$ cat config.mk
export PLATFORM = sky130hd
export DESIGN_NAME = garage_gate_controller
export DESIGN_NICKNAME = d
export VERILOG_FILES = /design/src/rtl/garage_gate_controller.sv
export SDC_FILE = /design/constraint.sdc
export NUM_CORES = 1
export LEC_CHECK = 0
export ABC_AREA = 1
export ABC_CLOCK_PERIOD_IN_PS = 2300
export BUFFER_PORTS_ARGS = -buffer_cell sky130_fd_sc_hd__buf_4
export CAP_MARGIN = 30
export CORE_ASPECT_RATIO = 1.1
export CORE_MARGIN = 5
export CORE_UTILIZATION = 52
export DETAILED_ROUTE_END_ITERATION = 10
export PLACE_DENSITY_LB_ADDON = 0.25
export SYNTH_ARGS = -nofsm -noshare
export SYNTH_HDL_FRONTEND = slang
export SYNTH_SLANG_ARGS = --single-unit
$ cat constraint.sdc
create_clock -name clk -period 2.3 [get_ports clk]
set_clock_uncertainty 0.05 [all_clocks]
set_input_delay 0.345 -clock clk [delete_from_list [all_inputs] [get_ports clk]]
set_output_delay 0.345 -clock clk [all_outputs]
set_load 0.01 [all_outputs]
$ cat src/rtl/garage_gate_controller.sv
// Sequences the shared garage gate lane between entry and exit requesters.
// Optional obstruction hold (HOLD state, obstruct port) is enabled by `define GATE_SAFETY_EN.
module garage_gate_controller #(
  parameter int OPEN_CYCLES  = 4,
  parameter int PASS_TIMEOUT = 16
) (
  input  logic clk,
  input  logic reset,
  input  logic entry_req,
  input  logic exit_req,
  input  logic pass_sensor,
  input  logic full_flag,
  input  logic empty_flag,
`ifdef GATE_SAFETY_EN
  input  logic obstruct,
`endif
  output logic gate_open,
  output logic entry_grant,
  output logic exit_grant,
  output logic entry_detected,
  output logic exit_detected,
  output logic entry_denied,
  output logic timeout_err,
  output logic busy
);
  localparam int TIMER_MAX = (OPEN_CYCLES > PASS_TIMEOUT) ? OPEN_CYCLES : PASS_TIMEOUT;
  localparam int TW = $clog2(TIMER_MAX + 1);
  localparam logic [TW-1:0] OPEN_LAST = TW'(OPEN_CYCLES - 1);
  localparam logic [TW-1:0] PASS_LAST = TW'(PASS_TIMEOUT - 1);
  localparam logic [TW-1:0] TIMER_ONE = TW'(1);

  typedef enum logic [2:0] {
    S_IDLE    = 3'd0,
    S_OPENING = 3'd1,
    S_PASSING = 3'd2,
    S_CLOSING = 3'd3,
    S_HOLD    = 3'd4
  } state_e;

  typedef enum logic {
    SIDE_ENTRY = 1'b0,
    SIDE_EXIT  = 1'b1
  } side_e;

  state_e        state_q, state_d;
  side_e         last_served_q, last_served_d;
  logic [TW-1:0] timer_q, timer_d;
  logic          gate_open_q, gate_open_d;
  logic          entry_grant_q, entry_grant_d;
  logic          exit_grant_q, exit_grant_d;
  logic          entry_detected_q, entry_detected_d;
  logic          exit_detected_q, exit_detected_d;
  logic          entry_denied_q, entry_denied_d;
  logic          timeout_err_q, timeout_err_d;
  logic          busy_q, busy_d;
  logic          obstruct_s;
  logic          entry_ok_s;
  logic          exit_ok_s;

`ifdef GATE_SAFETY_EN
  assign obstruct_s = obstruct;
`else
  assign obstruct_s = 1'b0;
`endif

  assign entry_ok_s = entry_req & ~full_flag;
  assign exit_ok_s  = exit_req & ~empty_flag;

  // last_served doubles as the owner of the lane for the whole transaction
  always_comb begin
    state_d          = state_q;
    last_served_d    = last_served_q;
    entry_detected_d = 1'b0;
    exit_detected_d  = 1'b0;
    timeout_err_d    = 1'b0;
    entry_denied_d   = 1'b0;
    case (state_q)
      S_IDLE: begin
        if (entry_ok_s && exit_ok_s) begin
          state_d       = S_OPENING;
          last_served_d = (last_served_q == SIDE_ENTRY) ? SIDE_EXIT : SIDE_ENTRY;
        end else if (entry_ok_s) begin
          state_d       = S_OPENING;
          last_served_d = SIDE_ENTRY;
        end else if (exit_ok_s) begin
          state_d       = S_OPENING;
          last_served_d = SIDE_EXIT;
        end else begin
          entry_denied_d = entry_req & full_flag;
        end
      end
      S_OPENING: begin
        if (timer_q == OPEN_LAST) begin
          state_d = S_PASSING;
        end else begin
          state_d = S_OPENING;
        end
      end
      S_PASSING: begin
        if (pass_sensor) begin
          state_d          = S_CLOSING;
          entry_detected_d = (last_served_q == SIDE_ENTRY);
          exit_detected_d  = (last_served_q == SIDE_EXIT);
        end else if (timer_q == PASS_LAST) begin
          state_d       = S_CLOSING;
          timeout_err_d = 1'b1;
        end else begin
          state_d = S_PASSING;
        end
      end
      S_CLOSING: begin
        if (obstruct_s) begin
          state_d = S_HOLD;
        end else if (timer_q == OPEN_LAST) begin
          state_d = S_IDLE;
        end else begin
          state_d = S_CLOSING;
        end
      end
      S_HOLD: begin
        if (!obstruct_s) begin
          state_d = S_CLOSING;
        end else begin
          state_d = S_HOLD;
        end
      end
      default: begin
        state_d = S_IDLE;
      end
    endcase
  end

  // Timer restarts on every state change and idles at zero in IDLE and HOLD
  always_comb begin
    if ((state_d != state_q) || (state_q == S_IDLE) || (state_q == S_HOLD)) begin
      timer_d = '0;
    end else begin
      timer_d = timer_q + TIMER_ONE;
    end
  end

  // Level outputs are registered from the next state so they align with it
  always_comb begin
    busy_d        = (state_d != S_IDLE);
    gate_open_d   = (state_d == S_OPENING) || (state_d == S_PASSING) || (state_d == S_HOLD);
    entry_grant_d = busy_d && (last_served_d == SIDE_ENTRY);
    exit_grant_d  = busy_d && (last_served_d == SIDE_EXIT);
  end

  always_ff @(posedge clk or posedge reset) begin
    if (reset) begin
      state_q          <= S_IDLE;
      last_served_q    <= SIDE_ENTRY;
      timer_q          <= '0;
      gate_open_q      <= 1'b0;
      entry_grant_q    <= 1'b0;
      exit_grant_q     <= 1'b0;
      entry_detected_q <= 1'b0;
      exit_detected_q  <= 1'b0;
      entry_denied_q   <= 1'b0;
      timeout_err_q    <= 1'b0;
      busy_q           <= 1'b0;
    end else begin
      state_q          <= state_d;
      last_served_q    <= last_served_d;
      timer_q          <= timer_d;
      gate_open_q      <= gate_open_d;
      entry_grant_q    <= entry_grant_d;
      exit_grant_q     <= exit_grant_d;
      entry_detected_q <= entry_detected_d;
      exit_detected_q  <= exit_detected_d;
      entry_denied_q   <= entry_denied_d;
      timeout_err_q    <= timeout_err_d;
      busy_q           <= busy_d;
    end
  end

  assign gate_open      = gate_open_q;
  assign entry_grant    = entry_grant_q;
  assign exit_grant     = exit_grant_q;
  assign entry_detected = entry_detected_q;
  assign exit_detected  = exit_detected_q;
  assign entry_denied   = entry_denied_q;
  assign timeout_err    = timeout_err_q;
  assign busy           = busy_q;

endmodule

# Word-level counts from Yosys, hierarchy flattened

Index checks and enable logic that the tools add are counted.

Logic and storage cells: 63
Input port bits: 7
Bits in registers: 17
Output and inout port bits: 8

Add/subtract/negate cells: 1
Bitwise gates (word level): 7
Reduce and logical (&&, ||, !) cells: 9
Muxes and demuxes: 25
Equal/unequal tests: 10

Operators by type and width:

| cell                                                                   | number |
|---|---|
| 1-bit 2-to-1 mux                                                       | 18 |
| 3-bit one-hot mux with 5 select lines                                  | 1 |
| 3-bit by 2-bit equality test with 1-bit output (second input constant) | 3 |
| 3-bit 2-to-1 mux                                                       | 3 |
| 3-bit by 1-bit equality test with 1-bit output (second input constant) | 2 |
| 3-bit equality test (second input constant)                            | 2 |
| 5-bit by 1-bit adder with 5-bit output (second input constant)         | 1 |
| 5-bit by 2-bit equality test with 1-bit output (second input constant) | 1 |
| 5-bit by 4-bit equality test with 1-bit output (second input constant) | 1 |
| 5-bit 2-to-1 mux                                                       | 1 |
| 1-bit logical OR                                                       | 4 |
| 2-bit 2-to-1 mux                                                       | 2 |
| 1-bit inverter                                                         | 4 |
| 1-bit bitwise AND                                                      | 3 |
| 1-bit logical AND                                                      | 3 |
| 3-bit logical NOT                                                      | 1 |
| 3-bit != test                                                          | 1 |
| 3-bit nonzero test                                                     | 1 |

# Longest topological paths before layout

Gate-level depths: netlist (run 1).

Depth in word-level cells: 10
Mapped depth: 13
Depth with buffers taken out: 13

# Worst setup path after synthesis (run 1)

No wires, ideal clock.

Path type: register -> register
From: register timer_q[0]
To: register timer_q[2]
Path slack: 0.552 ns
Cell stages (with the launch flop): 13
Path buffers: 0
Data arrival time: 1.578 ns
Clock period less this slack: 1.748 ns
Required time: 2.129 ns
Setup time: 0.121 ns
Path through: dfrtp_1 > ha_1 > inv_2 > nor2_1 > ha_1 > inv_1 > nand2_1 > nand3_1 > nand2_2 > nor2_4 > nand3_1 > nand3_4 > nor2_2

Word-level cells in the longest chain between the ends: 8
Elaborated cells between the ends (all ways): 12
Those cells by class: add/sub: 1; eq/ne: 3; mux: 6; reduce/logical: 2

Ends and longest elaborated chain:

| what                                           | line | RTL |
|---|---|---|
| start: declaration                             | 47   | `logic [TW-1:0] timer_q, timer_d;` |
| start signal: assignment                       | 166  | `timer_q <= timer_d;` |
| 5-bit by 4-bit equality test with 1-bit output | 104  | `end else if (timer_q == PASS_LAST) begin` |
| 1-bit 2-to-1 mux                               | 104  |  |
| 1-bit 2-to-1 mux                               | 100  | `if (pass_sensor) begin` |
| 3-bit one-hot mux with 5 select lines          | 77   | `case (state_q)` |
| 3-bit != test                                  | 135  | `if ((state_d != state_q) \|\| (state_q == S_IDLE) \|\| (state_q == S_HOLD)) begin` |
| 1-bit logical OR (2 in series)                 | 135  |  |
| 5-bit 2-to-1 mux (*)                           | 135  |  |
| via timer_d[2]                                 | 47   |  |

Mark *: on every way through the listed nets, which the timed path passes. The rest lies on a longest branch.

# Worst setup path in the final report (run 1)

From: register timer_q[0]
To: register timer_q[3]

The elaborated chain is that of the path after synthesis.

==> metrics.cfg, run 1 <==
[power]
swShare = 0.401
p_comb_frac = 0.432
power_frac_seq = 0.417
p_per_area_nw_per_um2 = 1030
netSwitchingPower_mw = 0.412
total_power_mw = 1.03
p_clk_frac = 0.151
ir_worst_vdd_uv = 525
internal_power_mw = 0.614
power_leakage_nw = 0.522

[clock_network]
clkSinkCount = 17
cts_resized = 0
cts_made_buffers = 3
clk_pin_slew_ps = 100
clkLatencyLatePin_ps = 280
h-tree-depth = 1
cts_tree = yes
cts_hold_buf = 0
post_cts_buffers = 0
cts_root_buffer = clkbuf_4
cts_buffer_depth = 2

[cells_and_area]
final_layout_size_suffix_gt1_frac = 0.389
most-common-layout-cells = dfrtp_1 (17), buf_4 (14), inv_1 (13)
postLayoutCoreUtil = 0.640
areaGrowthSynthToFinish_pct = 18.2
diodes = 0
layout_commonest_cell = dfrtp_1
nets = 118
design_area_sq_um = 997

[place]
gp_congestion = 0.791
port-buffer-count = 14
place_hpwl_mm = 1.09
placed_area_sq_um = 970

[synth]
synth-warning-count = 0
synthCells = 90
synthMuxAreaShare = 0
synth_xor_area_frac = 0.0312
synth_top_family_by_area = simple AND/OR/NAND/NOR gates
synth-simple-area-share = 0.325
postSynthAreaPerCell_sq_um = 9.37
syn-cell-area_sq_um = 843
syn_nets = 99
synth-compound-area-share = 0.0252
synth.yosys.seq_area_share = 0.504
synth_cell_types = 21
ys_seq_elements = 17
yosys.area_share.adder = 0.0297

[grt]
overflow = 0
grt_pass1_vias = 601
grt_pass1_wl_mm = 2.47
grt_max_degree = 18
antenna_found_initial = 0
grtUsageTotal = 0.122

[timing]
worstMarginPinSlew_ps = 600
fmax_mhz = 531
final-hold-violation-count = 0
min_period_over_period = 0.819
setup_viol = 0
rsz0062_at_grt = false
max_slew_margin = 0.600
layout_min_cycle_time_ps = 1880
final_max_slew_viol_count = 0
fin_setup_tns_ps = 0

[drt]
drt_pass1_iterations = 4
viasPerCell = 4.90
drt_iter0_markers = 8
drcViolationCount = 0
wire_per_inst_um = 10.8
via_count = 612
ant_nets = 0
postRouteWirelength_mm = 1.35

[floorplan]
num_io_pins = 15
die-height_um = 52.2
die_area_sq_um = 2530
die_w_um = 48.4
core_area_sq_um = 1560
start_util = 0.541
fp-row-count = 15

[worst_hold_path]
hold_class = input pin to async pin

[worst_setup_path]
critPathSlowestCell = dfrtp_1
cp_max_fo = 5
crit_required_ps = 2430
arrival_ps = 2010
path_class = flop to flop
reg2reg_depth = 12
cp_cell_sequence = ha_1, inv_2, nor2_1, ha_1, inv_1, nand2_1, nand3_1, nand2_2, nor2_4, nand3_1, nand3_4, nor2_2
crit_path_end_kind = flop
slowest_delay_ps = 410
worstSetupStartpointType = flop
ff2ff_setup_slack_ps = 420

[flow_run]
cap_violations = 0

[outcome]
outcome = complete, no violations

-- synth_stat cells (all sizes together) --
master	number	area share
nor3	2	0.012
xnor2	2	0.021
nand3	8	0.074
ha	2	0.030
inv	18	0.080
conb	1	0.0044
o21ai	1	0.0059
nor4	1	0.0074
a21oi	1	0.019
nand4	1	0.0074
dfrtp	17	0.50
nor2	19	0.13
nand2	16	0.092
xor2	1	0.010
-- kinds of logic after synthesis --
group,Yosys count
simple gates,47
buf+inv,18
flops,17
xor+xnor,3
compound gates,2
fa+ha+maj,2
other cells,1
-- metal layers --
metal,GRT usage,up-vias,part of all wire
li1,-,305,-
met1,0.141,292,0.43
met2,0.222,13,0.50
met3,0.0342,2,0.064
met4,0.0276,0,0.0089
met5,0,-,0
-- state kept, by name (all words and copies together), names as in the netlist --
signal,count
timeout_err,1
last_served_q,1
entry_denied,1
gate_open,1
exit_detected,1
timer_q,5
exit_grant,1
entry_detected,1
state_q,3
busy,1
entry_grant,1
-- power by group through the flow --
stage	Clock, mW	Combinational [mW]	Sequential (mW)
finish	0.155	0.443	0.428
global route	0.174	0.498	0.440
CTS	0.162	0.450	0.428
floorplan	0	0.312	0.446
detailed placement	0	0.448	0.434
global placement	0	0.435	0.433
-- path summary, 6_finish.rpt --
check | start | end
max | timer_q[0]$_DFF_PP0_ | timer_q[3]$_DFF_PP0_
min | reset | entry_denied$_DFF_PP0_
max reg2reg | timer_q[0]$_DFF_PP0_ | timer_q[3]$_DFF_PP0_
min reg2reg | timer_q[0]$_DFF_PP0_ | timer_q[0]$_DFF_PP0_
max in group asynchronous | reset | gate_open$_DFF_PP0_
min in group clk | pass_sensor | timeout_err$_DFF_PP0_
-- metrics by stage --
step	hold slack, ps	worst slack [ps]	cells
6_report	75.9	417	125
5_1_grt	124	260	125
4_1_cts	91.2	420	125
3_5_place_dp	406	442	121
3_3_place_gp	398	495	121
2_1_floorplan	221	552	90
-- layout make-up --
class	count	area, sq um
clock buffers	3	22.5
multi-input cells	55	350
inverters	18	67.6
repair buffers	14	105
clock inverters	1	5.00
fillers	137	561
well taps	17	21.3
flip-flops and latches	17	425
-- critical path, delay by kind of cell (launching register included) --
family	cells	cell delay, ps
fa+ha+maj	2	410
buf+inv	2	150
flops	1	410
simple gates	8	750
Note: power is estimated with default switching activity, not from simulation.
==> run 2, diff against run 1 <==
Settings changed: ABC_AREA 1 to 0, ABC_CLOCK_PERIOD_IN_PS 2300 to 2000.
Clock period 2.3 ns to 2 ns, I/O delays scaled along.
==> metrics.cfg, run 2 <==
[clock_network]
post_cts_buffers = 0  ; unchanged
cts_root_buffer = clkbuf_4  ; unchanged
cts_hold_buf = 0  ; unchanged
cts_made_buffers = 3  ; unchanged
clkLatencyLatePin_ps = 290  ; was 280 ps
cts_buffer_depth = 2  ; unchanged
cts_tree = yes  ; unchanged
clkSinkCount = 17  ; unchanged
clk_pin_slew_ps = 90  ; was 100 ps
h-tree-depth = 1  ; unchanged
cts_resized = 0  ; unchanged

[timing]
fin_setup_tns_ps = 0  ; unchanged
worstMarginPinSlew_ps = 622  ; was 600 ps
fmax_mhz = 567  ; was 531 MHz
hold_ws_ps = 27.6  ; was 75.9 ps
layout_min_cycle_time_ps = 1760  ; was 1880 ps
min_period_over_period = 0.881  ; was 0.819
setup_viol = 0  ; unchanged
final_max_slew_viol_count = 0  ; unchanged
rsz0062_at_grt = false  ; unchanged
final-hold-violation-count = 0  ; unchanged
max_slew_margin = 0.585  ; was 0.600

[worst_setup_path]
path_class = flop to flop  ; unchanged
startpoint = timer_q[0]$_DFF_PP0_  ; unchanged
crit_required_ps = 2180  ; was 2430 ps
r2r_start = timer_q[0]$_DFF_PP0_  ; unchanged
r2r-end = timer_q[2]$_DFF_PP0_  ; was timer_q[3]$_DFF_PP0_
worstSetupStartpointType = flop  ; unchanged
arrival_ps = 1940  ; was 2010 ps
reg2reg_depth = 7  ; was 12
ff2ff_setup_slack_ps = 240  ; was 420 ps
cp_max_fo = 4  ; was 5
crit_path_end_kind = flop  ; unchanged

[power]
p_clk_frac = 0.187  ; was 0.151
p_comb_frac = 0.291  ; was 0.432
netSwitchingPower_mw = 0.338  ; was 0.412 mW
power_leakage_nw = 0.448  ; was 0.522 nW
internal_power_mw = 0.641  ; was 0.614 mW
swShare = 0.345  ; was 0.401
power_frac_seq = 0.522  ; was 0.417
p_per_area_nw_per_um2 = 1060  ; was 1030 nW/um^2
ir_worst_vdd_uv = 635  ; was 525 uV

[place]
dp.cells = 100  ; was 121
gp_congestion = 0.754  ; was 0.791
place_hpwl_mm = 1.02  ; was 1.09 mm
port-buffer-count = 14  ; unchanged

[floorplan]
start_util = 0.568  ; was 0.541
die-height_um = 51.0  ; was 52.2 um
fp-row-count = 14  ; was 15
core_area_sq_um = 1400  ; was 1560 sq um
num_io_pins = 15  ; unchanged
die_w_um = 47.3  ; was 48.4 um
die_area_sq_um = 2410  ; was 2530 sq um

[cells_and_area]
stdcell_count = 104  ; was 125
areaGrowthSynthToFinish_pct = 16.0  ; was 18.2%
largestRegisters = timer_q x5, state_q x3  ; unchanged
nets = 98  ; was 118
multi_input_area_sq_um = 324  ; was 350 sq um
regMostFlops = timer_q  ; unchanged
largest_register_ffs = 5  ; unchanged
postLayoutCoreUtil = 0.659  ; was 0.640
regArea_sq_um = 425  ; unchanged
most-common-layout-cells = dfrtp_1 (17), buf_4 (14), nor2_1 (10)  ; was dfrtp_1 (17), buf_4 (14), inv_1 (13)
diodes = 0  ; unchanged
final_layout_size_suffix_gt1_frac = 0.284  ; was 0.389
fill_cells = 115  ; was 137
layout_commonest_cell = dfrtp_1  ; unchanged

[drt]
wire_per_inst_um = 13.0  ; was 10.8 um
drt_pass1_iterations = 2  ; was 4
viasPerCell = 5.24  ; was 4.90
postRouteWirelength_mm = 1.36  ; was 1.35 mm
ant_nets = 0  ; unchanged
via_count = 545  ; was 612
drt_iter0_markers = 2  ; was 8
drcViolationCount = 0  ; unchanged

[synth]
synth_commonest_cells = dfrtp_1 (17), nor2_1 (10), inv_1 (6)  ; was dfrtp_1 (17), inv_1 (13), nand2_1 (11)
postSynthAreaPerCell_sq_um = 10.9  ; was 9.37 sq um
yosys-top-cells-area = dfrtp_1 (53%), nor2_1 (4.7%), ha_1 (3.1%)  ; was dfrtp_1 (50%), inv_1 (5.8%), nor2_2 (5.2%)
synth_edf_count = 0  ; unchanged
synthCells = 73  ; was 90
yosysTopAreaCell = dfrtp_1  ; unchanged
synth.yosys.seq_area_share = 0.535  ; was 0.504
synthArstFlopShare = 1.00  ; unchanged
synth.most_common_cell = dfrtp_1  ; unchanged
syn_nets = 82  ; was 99
synth_cell_types = 34  ; was 21
synth-warning-count = 0  ; unchanged
ys_seq_elements = 17  ; unchanged
syn-cell-area_sq_um = 796  ; was 843 sq um
synth_top_area_share = 0.535  ; was 0.504
ys.flop_type = dfrtp_1  ; unchanged

[grt]
overflow = 0  ; unchanged
grt_pass1_wl_mm = 2.21  ; was 2.47 mm
grtUsageTotal = 0.129  ; was 0.122
antenna_found_initial = 0  ; unchanged
grt_max_degree = 18  ; unchanged
grt_pass1_vias = 558  ; was 601

[outcome]
outcome = complete, no violations  ; unchanged

[flow_run]
cap_violations = 0  ; unchanged

[worst_hold_path]
hold_class = input pin to async pin  ; unchanged

==> run 2: cell count changes after synthesis, moves of 3 or more <==
cell     before  now
inv_1        13    6
nand2_1      11    4
nor2_2        7    0
inv_2         5    0
nand2_2       4    0
nor2_4        3    0
==> run 2: worst max-delay path, stage by stage, from the launching register on <==
cell	delay, ps
dfrtp_1	410
ha_1	240
and3_1	190
ha_1	180
nor2_1	140
nand3b_1	110
a21o_2	260
nor2_1	100
==> run 2: worst max path at each step <==
stage	depth (start not counted)	slack [ps]	endpoint
after floorplan	7	390	timer_q[2]$_DFF_PP0_
after global placement	7	320	timer_q[2]$_DFF_PP0_
after detailed placement	7	250	timer_q[2]$_DFF_PP0_
after CTS	7	230	timer_q[2]$_DFF_PP0_
after global routing	7	100	timer_q[2]$_DFF_PP0_
final	7	240	timer_q[2]$_DFF_PP0_
==> run 2: power by group through the flow <==
stage	Combinational (mW)	Clock [mW]	Sequential (mW)
after global routing	0.317	0.204	0.522
after floorplan	0.224	0	0.484
after detailed placement	0.288	0	0.518
after CTS	0.290	0.185	0.511
final	0.284	0.183	0.511
after global placement	0.276	0	0.513
==> run 2: layout make-up <==
| class | instances | share of cell area |
|---|---|---|
| clock buffer | 4 | 0.0285 |
| inverter | 6 | 0.0244 |
| timing repair buffer | 14 | 0.114 |
| multi-input combinational | 47 | 0.351 |
| tap | 16 | 0.0217 |
| sequential | 17 | 0.461 |
==> run 2: cells by family after synthesis <==
logic type               synth area share
other                             0.00471
AND/OR/NAND/NOR                     0.225
XOR/XNOR                           0.0330
AO/OA/AOI/OAI                       0.113
adder cells (fa/ha/maj)            0.0314
buffers and inverters              0.0582
flip-flops                          0.535
==> run 2: layer usage <==
metal,wire length [um],up-vias,part of all wire,GRT usage
met5,0,-,0,0
met4,46,0,0.034,0.106
met3,112,6,0.083,0.0211
met2,663,16,0.49,0.217
met1,532,250,0.39,0.133
li1,-,273,-,-
==> run 2: per-stage QoR <==
step | setup slack, ps | cell area, sq um | power, mW
finish | 238 | 923 | 0.978
detailed placement | 250 | 897 | 0.806
global route | 104 | 923 | 1.04
CTS | 230 | 923 | 0.986
floorplan | 393 | 796 | 0.708
global placement | 319 | 897 | 0.789
==> run 3, diff against run 2 <==
Settings changed: BUFFER_PORTS_ARGS -buffer_cell sky130_fd_sc_hd__buf_4 to not set, CORE_ASPECT_RATIO 1.1 to not set, CORE_MARGIN 5 to 2, CORE_UTILIZATION 52 to 58, DONT_BUFFER_PORTS set to 1, HOLD_SLACK_MARGIN set to 0.05.
==> metrics.cfg, run 3 (synthesis gave the netlist of run 2 again) <==
[drt]
ant_nets = 0  ; unchanged
postRouteWirelength_mm = 1.26  ; was 1.36 mm
viasPerCell = 5.73  ; was 5.24
drt_pass1_iterations = 6  ; was 2
drt_iter0_markers = 12  ; was 2
wire_per_inst_um = 14.0  ; was 13.0 um
drcViolationCount = 0  ; unchanged
via_count = 516  ; was 545

[power]
p_per_area_nw_per_um2 = 1100  ; was 1060 nW/um^2
ir_worst_vdd_uv = 586  ; was 635 uV
power_leakage_nw = 0.385  ; was 0.448 nW

[cells_and_area]
areaGrowthSynthToFinish_pct = 4.09  ; was 16.0%
postLayoutCoreUtil = 0.645  ; was 0.659
diodes = 0  ; unchanged
most-common-layout-cells = dfrtp_1 (17), nor2_1 (10), inv_1 (6)  ; was dfrtp_1 (17), buf_4 (14), nor2_1 (10)
nets = 85  ; was 98
final_layout_size_suffix_gt1_frac = 0.160  ; was 0.284
regMostFlops = timer_q  ; unchanged
layout_commonest_cell = dfrtp_1  ; unchanged
largestRegisters = timer_q x5, state_q x3  ; unchanged
largest_register_ffs = 5  ; unchanged

[grt]
grt_pass1_vias = 463  ; was 558
overflow = 0  ; unchanged
grt_max_degree = 18  ; unchanged
grt_pass1_wl_mm = 2.01  ; was 2.21 mm
antenna_found_initial = 0  ; unchanged
grtUsageTotal = 0.196  ; was 0.129

[place]
place_hpwl_um = 945  ; was 1.02 mm
port-buffer-count = 0  ; was 14
gp_congestion = 0.756  ; was 0.754
post-place-ws_ps = 273  ; was 250 ps

[floorplan]
die_w_um = 41.0  ; was 47.3 um
fp-row-count = 13  ; was 14
die_area_sq_um = 1680  ; was 2410 sq um
die-height_um = 41.0  ; was 51.0 um
num_io_pins = 15  ; unchanged
start_util = 0.619  ; was 0.568
core_area_sq_um = 1280  ; was 1400 sq um

[clock_network]
h-tree-depth = 1  ; unchanged
cts_buffer_depth = 2  ; unchanged
cts_resized = 0  ; unchanged
cts_made_buffers = 3  ; unchanged
clkLatencyLatePin_ps = 290  ; about the same
cts_root_buffer = clkbuf_4  ; unchanged
clk_pin_slew_ps = 100  ; was 90 ps
post_cts_buffers = 0  ; unchanged
cts_tree = yes  ; unchanged
clkSinkCount = 17  ; unchanged

[worst_setup_path]
crit_required_ps = 2180  ; about the same
cp_cell_sequence = ha_1, and3_1, ha_1, nor2_1, nand3b_1, a21o_2, nor2_1  ; unchanged
reg2reg_depth = 7  ; unchanged
arrival_ps = 1930  ; was 1940 ps
cpLargestDelayFamily = simple AND/OR/NAND/NOR gates  ; unchanged
r2r-end = timer_q[2]$_DFF_PP0_  ; unchanged
ff2ff_setup_slack_ps = 250  ; was 240 ps
cp_max_fo = 4  ; unchanged
worst-path-buf-inv = 0  ; unchanged
worstSetupStartpointType = flop  ; unchanged
crit_path_end_kind = flop  ; unchanged
slowest_delay_ps = 410  ; about the same
critPathSlowestCell = dfrtp_1  ; unchanged
r2r_start = timer_q[0]$_DFF_PP0_  ; unchanged
startpoint = timer_q[0]$_DFF_PP0_  ; unchanged
path_class = flop to flop  ; unchanged

[timing]
min_period_over_period = 0.875  ; was 0.881
final-hold-violation-count = 0  ; unchanged
final_max_slew_viol_count = 0  ; unchanged
fin_setup_tns_ps = 0  ; unchanged
fmax_mhz = 572  ; was 567 MHz
setup_viol = 0  ; unchanged
layout_min_cycle_time_ps = 1750  ; was 1760 ps
fin_ws_ps = 250  ; was 238 ps
worstMarginPinSlew_ps = 612  ; was 622 ps
rsz0062_at_grt = false  ; unchanged
max_slew_margin = 0.592  ; was 0.585

[worst_hold_path]
hold_class = input pin to flop  ; was input pin to async pin
hold_depth = 2
min_to = entry_denied$_DFF_PP0_
min-delay-start = entry_req

[outcome]
outcome = complete, no violations  ; unchanged

[flow_run]
cap_violations = 0  ; unchanged

[run 3: routing by layer]
metal | GRT usage | vias to the layer above | share of wire
met3 | 0.0326 | 2 | 0.048
met2 | 0.316 | 18 | 0.50
met1 | 0.229 | 250 | 0.44
met5 | 0 | - | 0
li1 | - | 246 | -
met4 | 0.150 | 0 | 0.0095
[run 3: stage by stage]
step | area (sq um) | power (mW) | cells | hold slack [ps]
6_report | 828 | 0.914 | 90 | 71.3
5_1_grt | 828 | 0.977 | 90 | 61.3
4_1_cts | 828 | 0.922 | 90 | 57.7
3_5_place_dp | 791 | 0.739 | 85 | 244
3_3_place_gp | 791 | 0.724 | 85 | 233
2_1_floorplan | 796 | 0.708 | 73 | 176
[run 3: worst max-delay path by stage]
stage,end,slack [ps],depth (start not counted)
4_1_cts,timer_q[2]$_DFF_PP0_,250,7
2_1_floorplan,timer_q[2]$_DFF_PP0_,390,7
6_report,timer_q[2]$_DFF_PP0_,250,7
3_5_place_dp,timer_q[2]$_DFF_PP0_,270,7
5_1_grt,timer_q[2]$_DFF_PP0_,140,7
3_3_place_gp,timer_q[2]$_DFF_PP0_,320,7
[run 3: area by class of cell]
| type | instances | area, sq um |
|---|---|---|
| fillers | 108 | 457 |
| repair buffers | 1 | 10.0 |
| clock buffers | 3 | 22.5 |
| multi-input cells | 47 | 324 |
| clock inverters | 1 | 5.00 |
| inverters | 6 | 22.5 |
| flip-flops and latches | 17 | 425 |
| well taps | 15 | 18.8 |
[run 3: repair_timing]
| action | in CTS | in global routing |
|---|---|---|
| hold buffers | 1 | 0 |
| setup endpoints to repair | 0 | 0 |
| hold endpoints to repair | 17 | 0 |
[run 3: report_power, final]
group | internal (mW) | switching [mW] | total, mW
sequential | 0.419 | 0.116 | 0.535
clock | 0.0744 | 0.106 | 0.180
combinational | 0.0946 | 0.104 | 0.199
total | 0.588 | 0.326 | 0.914
[run 3: worst reg2reg max path, delay by kind of cell, from the launching register on]
kind	cells	cell delay, ps
simple gates	4	550
compound gates	1	260
fa+ha+maj	2	420
flops	1	410
